## config.mk

```make
export PLATFORM = sky130hd
export DESIGN_NAME = instruction_fetch_queue
export DESIGN_NICKNAME = d
export VERILOG_FILES = /design/src/rtl/fetch_pkg.sv /design/src/rtl/fetch_fifo.sv /design/src/rtl/instruction_fetch_queue.sv
export SDC_FILE = /design/constraint.sdc
export NUM_CORES = 1
export LEC_CHECK = 0
export BUFFER_PORTS_ARGS = -buffer_cell sky130_fd_sc_hd__buf_2
export CAP_MARGIN = 30
export CORE_MARGIN = 1
export CORE_UTILIZATION = 60
export DETAILED_ROUTE_END_ITERATION = 10
export PLACE_DENSITY = 0.86
export SYNTH_ARGS = -nofsm -noshare
export SYNTH_HDL_FRONTEND = slang
export SYNTH_SLANG_ARGS = --single-unit
export TNS_END_PERCENT = 20
```

## constraint.sdc

```tcl
create_clock -name clk -period 8.3 [get_ports clk]
set_input_delay 0.415 -clock clk [delete_from_list [all_inputs] [get_ports clk]]
set_output_delay 0.415 -clock clk [all_outputs]
set_load 0.01 [all_outputs]
```

## src/rtl/fetch_pkg.sv

```systemverilog
// Shared types for the instruction fetch queue.
// Holds the fetch FSM states, the NOP word and the buffered entry layout.
package fetch_pkg;

  typedef enum logic {
    FETCH,
    DRAIN
  } fetch_state_e;

  localparam logic [31:0] NOP_INST = 32'h0000_0013;
  localparam int unsigned PC_W     = 64;

  typedef struct packed {
    logic [PC_W-1:0] pc;
    logic [31:0]     inst;
  } fetch_entry_t;

endpackage

```

## src/rtl/fetch_fifo.sv

```systemverilog
// Show-ahead FIFO holding fetched {pc, inst} entries.
// Head is valid whenever count is non-zero; clear empties it in one cycle.
module fetch_fifo
  import fetch_pkg::*;
#(
  parameter int unsigned DEPTH = 4,
  parameter type entry_t = fetch_entry_t
) (
  input  logic                   clk,
  input  logic                   reset,
  input  logic                   clear,
  input  logic                   push,
  input  entry_t                 din,
  input  logic                   pop,
  output entry_t                 head,
  output logic [$clog2(DEPTH):0] count
);

  localparam int unsigned AW = $clog2(DEPTH);

  entry_t          mem [DEPTH];
  logic [AW-1:0]   rd_ptr;
  logic [AW-1:0]   wr_ptr;

  always_ff @(posedge clk) begin
    if (push) begin
      mem[wr_ptr] <= din;
    end
  end

  always_ff @(posedge clk) begin
    if (reset || clear) begin
      rd_ptr <= '0;
      wr_ptr <= '0;
      count  <= '0;
    end else begin
      if (push) wr_ptr <= wr_ptr + 1'b1;
      if (pop)  rd_ptr <= rd_ptr + 1'b1;
      count <= count + (AW+1)'(push) - (AW+1)'(pop);
    end
  end

  assign head = mem[rd_ptr];

endmodule

```

## src/rtl/instruction_fetch_queue.sv

```systemverilog
// Prefetching fetch stage: credit-limited requests to imem, in-order
// responses buffered for IF/ID, redirect flush with stale-response drain.
module instruction_fetch_queue
  import fetch_pkg::*;
#(
  parameter int unsigned      DEPTH    = 4,
  parameter int unsigned      XLEN     = 64,
  parameter logic [XLEN-1:0]  RESET_PC = '0
) (
  input  logic                   clk,
  input  logic                   reset,
  output logic                   imem_req,
  output logic [XLEN-1:0]        imem_addr,
  input  logic                   imem_gnt,
  input  logic                   imem_rvalid,
  input  logic [31:0]            imem_rdata,
  input  logic                   redirect,
  input  logic [XLEN-1:0]        redirect_pc,
  input  logic                   deq_ready,
  output logic                   inst_valid,
  output logic [31:0]            inst,
  output logic [XLEN-1:0]        inst_pc,
  output logic [$clog2(DEPTH):0] count
);

  localparam int unsigned CW = $clog2(DEPTH) + 1;
  localparam logic [XLEN-1:0] START_PC = RESET_PC & ~XLEN'(3);

  typedef struct packed {
    logic [XLEN-1:0] pc;
    logic [31:0]     inst;
  } entry_t;

  fetch_state_e    state;
  fetch_state_e    state_nxt;
  logic [XLEN-1:0] fetch_pc;
  logic [XLEN-1:0] resp_pc;
  logic [XLEN-1:0] target_pc;
  logic [CW-1:0]   outstanding;
  logic [CW-1:0]   out_nxt;
  logic [CW:0]     credit_sum;
  logic            grant;
  logic            rsp;
  logic            push;
  logic            pop;
  entry_t          din;
  entry_t          head;

  assign target_pc  = redirect_pc & ~XLEN'(3);
  assign credit_sum = {1'b0, count} + {1'b0, outstanding};

  assign imem_req  = (state == FETCH) && !redirect && !reset &&
                     (credit_sum < (CW+1)'(DEPTH));
  assign imem_addr = fetch_pc;

  // Responses with nothing outstanding are protocol errors and ignored.
  assign grant = imem_req && imem_gnt;
  assign rsp   = imem_rvalid && (outstanding != '0);
  assign push  = rsp && (state == FETCH) && !redirect;

  assign inst_valid = (count != '0);
  assign pop        = deq_ready && inst_valid && !redirect;
  assign din        = '{pc: resp_pc, inst: imem_rdata};
  assign out_nxt    = outstanding + CW'(grant) - CW'(rsp);

  always_comb begin
    state_nxt = state;
    priority case (1'b1)
      redirect:
        state_nxt = (out_nxt != '0) ? DRAIN : FETCH;
      (state == DRAIN) && (out_nxt == '0):
        state_nxt = FETCH;
      default: ;
    endcase
  end

  always_ff @(posedge clk) begin
    if (reset) begin
      state       <= FETCH;
      fetch_pc    <= START_PC;
      resp_pc     <= START_PC;
      outstanding <= '0;
    end else begin
      state       <= state_nxt;
      outstanding <= out_nxt;
      if (redirect) begin
        fetch_pc <= target_pc;
        resp_pc  <= target_pc;
      end else begin
        if (grant) fetch_pc <= fetch_pc + XLEN'(4);
        if (push)  resp_pc  <= resp_pc + XLEN'(4);
      end
    end
  end

  fetch_fifo #(
    .DEPTH   (DEPTH),
    .entry_t (entry_t)
  ) u_fifo (
    .clk   (clk),
    .reset (reset),
    .clear (redirect),
    .push  (push),
    .din   (din),
    .pop   (pop),
    .head  (head),
    .count (count)
  );

  assign inst    = inst_valid ? head.inst : NOP_INST;
  assign inst_pc = inst_valid ? head.pc : '0;

  rvalid_needs_outstanding: assert property (
    @(posedge clk) disable iff (reset)
    imem_rvalid |-> (outstanding != '0)
  );

endmodule

```

==> flow_summary.yaml, run 1 <==
floorplan:
  rows: 69
  io-pin-count: 267
  core_area_um2: 35830
  die-height_um: 193.6
  initial_core_util_pct: 61.47
  die_area_um2: 37480
  die_x_um: 193.6
power_and_ir_drop:
  p_leak_uw: 0.008860
  vdd_drop_max_mv: 0.1733
  power_density_nw_per_um2: 233.8
detailed_routing:
  drtPass1Iterations: 6
  drtIter0Drc: 1630
  routed_wl_mm: 57.63
  ant_nets: 0
  vias_per_cell: 6.486
  wl_per_cell_um: 24.68
  drc: 0
  vias: 15150
place:
  globalplace.congestion: 0.9291
  io_buffers: 260
  hpwlAfterDp_mm: 37.51
  dp.cells: 2242
clock_network:
  clk_path_buf_depth: 3
  clk_pin_slew_ps: 60
  cts-buffers-inserted: 50
  cts_tree: "built"
  clkLatencyLatePin_ps: 570
  htree_levels: 2
  cts_resized: 0
  postCtsSetupBuffers: 0
  cts.sinks: 513
  ctsHoldBuffers: 0
  cts_root_buf: "clkbuf_16"
synth:
  syn_area_um2: 22020
  synth_common_cells: "376 x edfxtp_1, 137 x dfxtp_1, 108 x and2_1, 95 x nor2_1, 94 x mux4_2"
  synth_top_cell_area_share_pct: 51.27
  synth_cell_types: 67
  netlist_instances: 1586
  ys_warn_count: 0
  ys_seq_area_share_pct: 63.72
  yosysMostFrequentCell: "edfxtp_1"
  synth_area_leaders: "edfxtp_1 51%, dfxtp_1 12%, mux4_2 9.6%"
  synth-seq-cells: 513
  yosys.area.top_type: "edfxtp_1"
  synth_edf_count: 376
  syn_avg_cell_area_um2: 13.89
  synth_top_flop_cell: "edfxtp_1"
  synthArstFlopShare_pct: 0
timing:
  setup_tns_ps: 0
  fmax_ghz: 0.2428
  finalHoldViolCount: 0
  drv_slew: 0
  rsz0062_at_grt: "no"
  fin_worst_skew_ps: 16.09
  setup_viol_count_final: 0
  period_share_pct: 49.62
  worst_pin_slew_ps: 1001
  period_minus_slack_ps: 4118
  slew_headroom_pct: 33.29
cells_and_area:
  syn2layout_area_growth_pct: 15.71
  layout.cells.non_filler: 2335
  nets: 1949
  final_layout_size_suffix_gt1_share_pct: 25.83
  n_antenna_cell: 0
worst_setup_path:
  crit_type: "reg2reg"
  crit_fanout: 42
  cp.required_ps: 8790
  endpoint_kind: "flop"
  startpoint_type: "flop"
  arrival_ps: 4610
global_route:
  grt_start_max_net_pins: 93
  overflow: 0
  antenna_found_initial: 3
  grt_pass1_vias: 14840
  grt_use_total_pct: 30.73
  grt_pass1_wl_mm: 87.85
outcome:
  outcome: "finished clean"
flow_run:
  cap_violations: 0
worst_hold_path:
  holdCritPathClass: "in2reg"
cell families after synthesis:
| group | Yosys count | share of synthesized area [%] |
|---|---|---|
| flip-flops | 513 | 63.72 |
| other | 1 | 0.01703 |
| buffers and inverters | 108 | 1.988 |
| AO/OA/AOI/OAI | 206 | 6.028 |
| XOR/XNOR | 83 | 3.301 |
| AND/OR/NAND/NOR | 556 | 13.97 |
| adder cells (fa/ha/maj) | 14 | 0.8635 |
| multiplexers | 105 | 10.11 |
state kept, by name, indices dropped and copies added (netlist names), named ones only:
register,count
u_fifo.rd_ptr,2
u_fifo.mem,376
u_fifo.wr_ptr,2
resp_pc,62
state,1
u_fifo.count,3
outstanding,3
imem_addr,62
critical path, cell delays in order (launching register included):
cell      delay [ps]
dfxtp_1          420
ha_1             260
nor4_1           420
and4_1           630
clkinv_1         520
buf_4            430
nor4_2           680
nand4_1          190
or2_2            310
a31oi_1          160
report_power, final:
part | internal, uW | switching [uW] | total [uW]
combinational | 228 | 319 | 548
clock | 1410 | 986 | 2400
sequential | 2890 | 122 | 3010
total | 4530 | 1430 | 5960
final timing paths:
| check | cells after the start | end | from | slack, ps |
|---|---|---|---|---|
| max | 9 | imem_addr[31] | u_fifo.count[2] | 4180 |
| min | 1 | u_fifo.mem[2][28] | imem_rdata[28] | 60 |
| max reg2reg | 9 | imem_addr[31] | u_fifo.count[2] | 4180 |
| min reg2reg | 2 | state | state | 540 |
layer usage:
layer,wire length (um),vias to the layer above,track usage (%)
li1,-,6619,-
met3,5325,139,4.777
met2,27140,914,49.42
met4,1810,4,10.46
met5,24,-,0
met1,23330,7469,43.14
metrics by stage:
| stage | total power [uW] | instance area (um2) | setup WS, ps | hold slack, ps | utilization (%) |
|---|---|---|---|---|---|
| 6_report | 5958 | 25480 | 4182 | 56.64 | 71.13 |
| 5_1_grt | 6141 | 25480 | 3967 | 52.39 | 71.13 |
| 4_1_cts | 5971 | 25480 | 4281 | 33.96 | 71.13 |
| 3_5_place_dp | 3604 | 23740 | 4131 | 522.3 | 66.27 |
| 3_3_place_gp | 3573 | 23700 | 4210 | 511.1 | 66.14 |
| 2_1_floorplan | 3372 | 22030 | 4504 | 479.7 | - |
layout make-up:
| class | count | area [um2] |
|---|---|---|
| clock buffers | 59 | 1336 |
| clock inverters | 34 | 405.4 |
| fillers | 2280 | 10340 |
| inverters | 21 | 80.08 |
| multi-input cells | 968 | 7576 |
| flip-flops and latches | 513 | 14040 |
| well taps | 461 | 576.8 |
| repair buffers | 279 | 1469 |
layout by cell type (no fill, tap or decap), types with 5 or more instances in the layout:
cell and count:
a21boi_0 15, mux4_2 94, a211oi_1 26, nor2_1 94, nor4_1 34, nand4_1 52
xnor2_1 56, clkinv_2 11, nor3_1 35, and2_1 104, or2_2 6, a221oi_1 7
xor2_1 27, nand3_1 62, nand2_1 85, or4_1 8, inv_1 18, clkbuf_1 5
o21a_1 11, clkinvlp_4 5, and3_1 18, edfxtp_1 376, a21oi_1 43, or3_1 11
a31oi_1 31, and4_1 17, buf_4 16, clkbuf_16 51, o21ai_0 41, bufinv_16 8
mux2i_1 11, buf_2 261, dfxtp_1 135, ha_1 12, clkinv_1 7
(Power assumes the default switching activity.)
==> run 2: changes to the inputs <==
--- a/config.mk
+++ b/config.mk
@@ -5,12 +5,13 @@
 export SDC_FILE = /design/constraint.sdc
 export NUM_CORES = 1
 export LEC_CHECK = 0
+export ABC_AREA = 1
 export BUFFER_PORTS_ARGS = -buffer_cell sky130_fd_sc_hd__buf_2
 export CAP_MARGIN = 30
 export CORE_MARGIN = 1
-export CORE_UTILIZATION = 60
+export CORE_UTILIZATION = 53
 export DETAILED_ROUTE_END_ITERATION = 10
-export PLACE_DENSITY = 0.86
+export PLACE_DENSITY = 0.8
 export SYNTH_ARGS = -nofsm -noshare
 export SYNTH_HDL_FRONTEND = slang
 export SYNTH_SLANG_ARGS = --single-unit
==> constraint.sdc (replaced) <==
create_clock -name clk -period 3.6 [get_ports clk]
set_input_delay 0.18 -clock clk [delete_from_list [all_inputs] [get_ports clk]]
set_output_delay 0.18 -clock clk [all_outputs]
set_load 0.01 [all_outputs]
==> flow_summary.yaml, run 2 <==
synth:
  synth-seq-cells: 513
  synth_top_flop_cell: "edfxtp_1"
  yosys.area.top_type: "edfxtp_1"
  synth_edf_count: 376
  synth_area_leaders: "edfxtp_1 46%, dfxtp_1 11%, nor2_1 10%"
  syn_avg_cell_area_um2: 8.669
  syn_area_um2: 24320
  netlist_instances: 2805
  synth_cell_types: 43
  synth_common_cells: "646 x nor2_1, 496 x nand2_1, 376 x edfxtp_1, 280 x o21ai_0, 214 x inv_1"
  synthArstFlopShare_pct: 0
  synth_top_cell_area_share_pct: 46.43
  yosysMostFrequentCell: "nor2_1"
  ys_seq_area_share_pct: 57.71
  ys_warn_count: 0
place:
  dpl-instance-area_um2: 26210
  hpwlAfterDp_mm: 50.04
  io_buffers: 260
  dp.cells: 3577
  globalplace.congestion: 0.9867
timing:
  finalHoldViolCount: 0
  setup_viol_count_final: 0
  drv_slew: 0
  whs_ps: 26.18
  rsz0062_at_grt: "no"
  slew_headroom_pct: 36.05
  worst_pin_slew_ps: 959.2
  period_share_pct: 84.17
  period_minus_slack_ps: 3030
  fmax_ghz: 0.3300
  fin_worst_skew_ps: 33.10
detailed_routing:
  routed_wl_mm: 74.48
  drtIter0Drc: 2147
  drtPass1Iterations: 7
  vias: 21250
  drc: 0
  vias_per_cell: 5.667
  wl_per_cell_um: 19.87
  ant_nets: 0
clock_network:
  postCtsSetupBuffers: 0
  cts_tree: "built"
  cts_root_buf: "clkbuf_16"
  htree_levels: 2
  cts-buffers-inserted: 52
  clkLatencyLatePin_ps: 630
  clk_pin_slew_ps: 60
  cts.sinks: 513
  clk_path_buf_depth: 3
floorplan:
  io-pin-count: 267
  die_area_um2: 46740
  initial_core_util_pct: 53.70
  die_x_um: 216.2
  rows: 78
  core_area_um2: 45280
  die-height_um: 216.2
cells_and_area:
  postLayoutCellArea_um2: 28740
  fillers: 3664
  final_layout_size_suffix_gt1_share_pct: 14.24
  utilization_pct: 63.47
  layout.cells.non_filler: 3749
  largest_register: "u_fifo.mem"
  layout_commonest_cell: "nor2_1"
  nets: 3219
  layout_common_cells: "642 x nor2_1, 496 x nand2_1, 376 x edfxtp_1"
  regArea_um2: 14040
  syn2layout_area_growth_pct: 18.20
  multiInputGateArea_um2: 8962
  largest_reg_flops: 376
worst_setup_path:
  startpoint_type: "flop"
  cp.required_ps: 3420
  crit_type: "reg2out"
  arrival_ps: 2850
  endpoint_kind: "output pin"
  crit_fanout: 89
power_and_ir_drop:
  power_density_nw_per_um2: 495.4
  vdd_drop_max_mv: 0.4552
  total_power_uw: 14240
  p_leak_uw: 0.01075
global_route:
  grt_pass1_vias: 20310
  antenna_found_initial: 1
  overflow: 0
  grt_use_total_pct: 31.52
  grt_pass1_wl_mm: 113.1
  grt_start_max_net_pins: 90
flow_run:
  cap_violations: 0
worst_hold_path:
  holdCritPathClass: "in2reg"
outcome:
  outcome: "finished clean"
==> run 2: logic make-up (layout without fill, tap and decap cells) <==
kind of cell    count (synthesis)  count (layout)  synth area share, %
fa+ha+maj                      14              14               0.7821
other cells                     1               6              0.01542
xor+xnor                       44              44                1.585
flops                         513             513                57.71
simple gates                 1339            1339                22.67
buf+inv                       347             686                5.624
compound gates                547             547                11.62
==> run 2: power breakdown <==
part / internal, uW / switching, uW / leakage [uW]
Combinational: 522 / 1080 / 0.00529
Clock: 3270 / 2350 / 0.000887
Sequential: 6710 / 316 / 0.00457
==> run 2: worst paths after layout <==
kind,startpoint,to,slack [ps],cells past startpoint
setup / recovery,flop,inst[6],570,6
hold / removal,redirect_pc[53],imem_addr[53],30,5
setup reg to reg,u_fifo.count[1],imem_addr[61],1010,10
hold reg to reg,u_fifo.rd_ptr[1],flop,490,2
==> run 2: repair_timing <==
item / 4_1_cts / 5_1_grt
endpoints found under the hold margin: 190 / 0
endpoints found under the setup margin: 0 / 0
gates resized for setup: 0 / 0
hold buffers: 72 / 0
==> run 2: per-stage QoR <==
step	setup TNS [ps]	setup slack [ps]
floorplan	-137920	-366.8
global placement	0	1128
detailed placement	0	1060
CTS	0	565.8
global route	0	368.4
finish	0	569.9
==> run 2: worst max-delay path, cell delays in order (launching register included) <==
cell and delay [ps]:
dfxtp_4 580, buf_4 790, nor2_1 130, nor2_1 150, o21ai_0 100, a21oi_1 220, buf_2 180
==> run 2: cell type report <==
class                      count  share of cell area, %
antenna                        2                0.01741
clock buffer                  68                  4.980
clock inverter                30                  1.302
inverter                     224                  2.934
multi-input combinational   1948                  31.18
sequential                   513                  48.85
tap                          600                  2.612
timing repair buffer         364                  8.123
==> run 2: layer usage <==
layer | vias up | global-route usage, % | routed length [um]
met1 | 10050 | 41.23 | 29770
met4 | 0 | 13.36 | 3038
met2 | 1081 | 51.83 | 34890
li1 | 9943 | - | -
met3 | 170 | 5.418 | 6787
met5 | - | 0 | 0
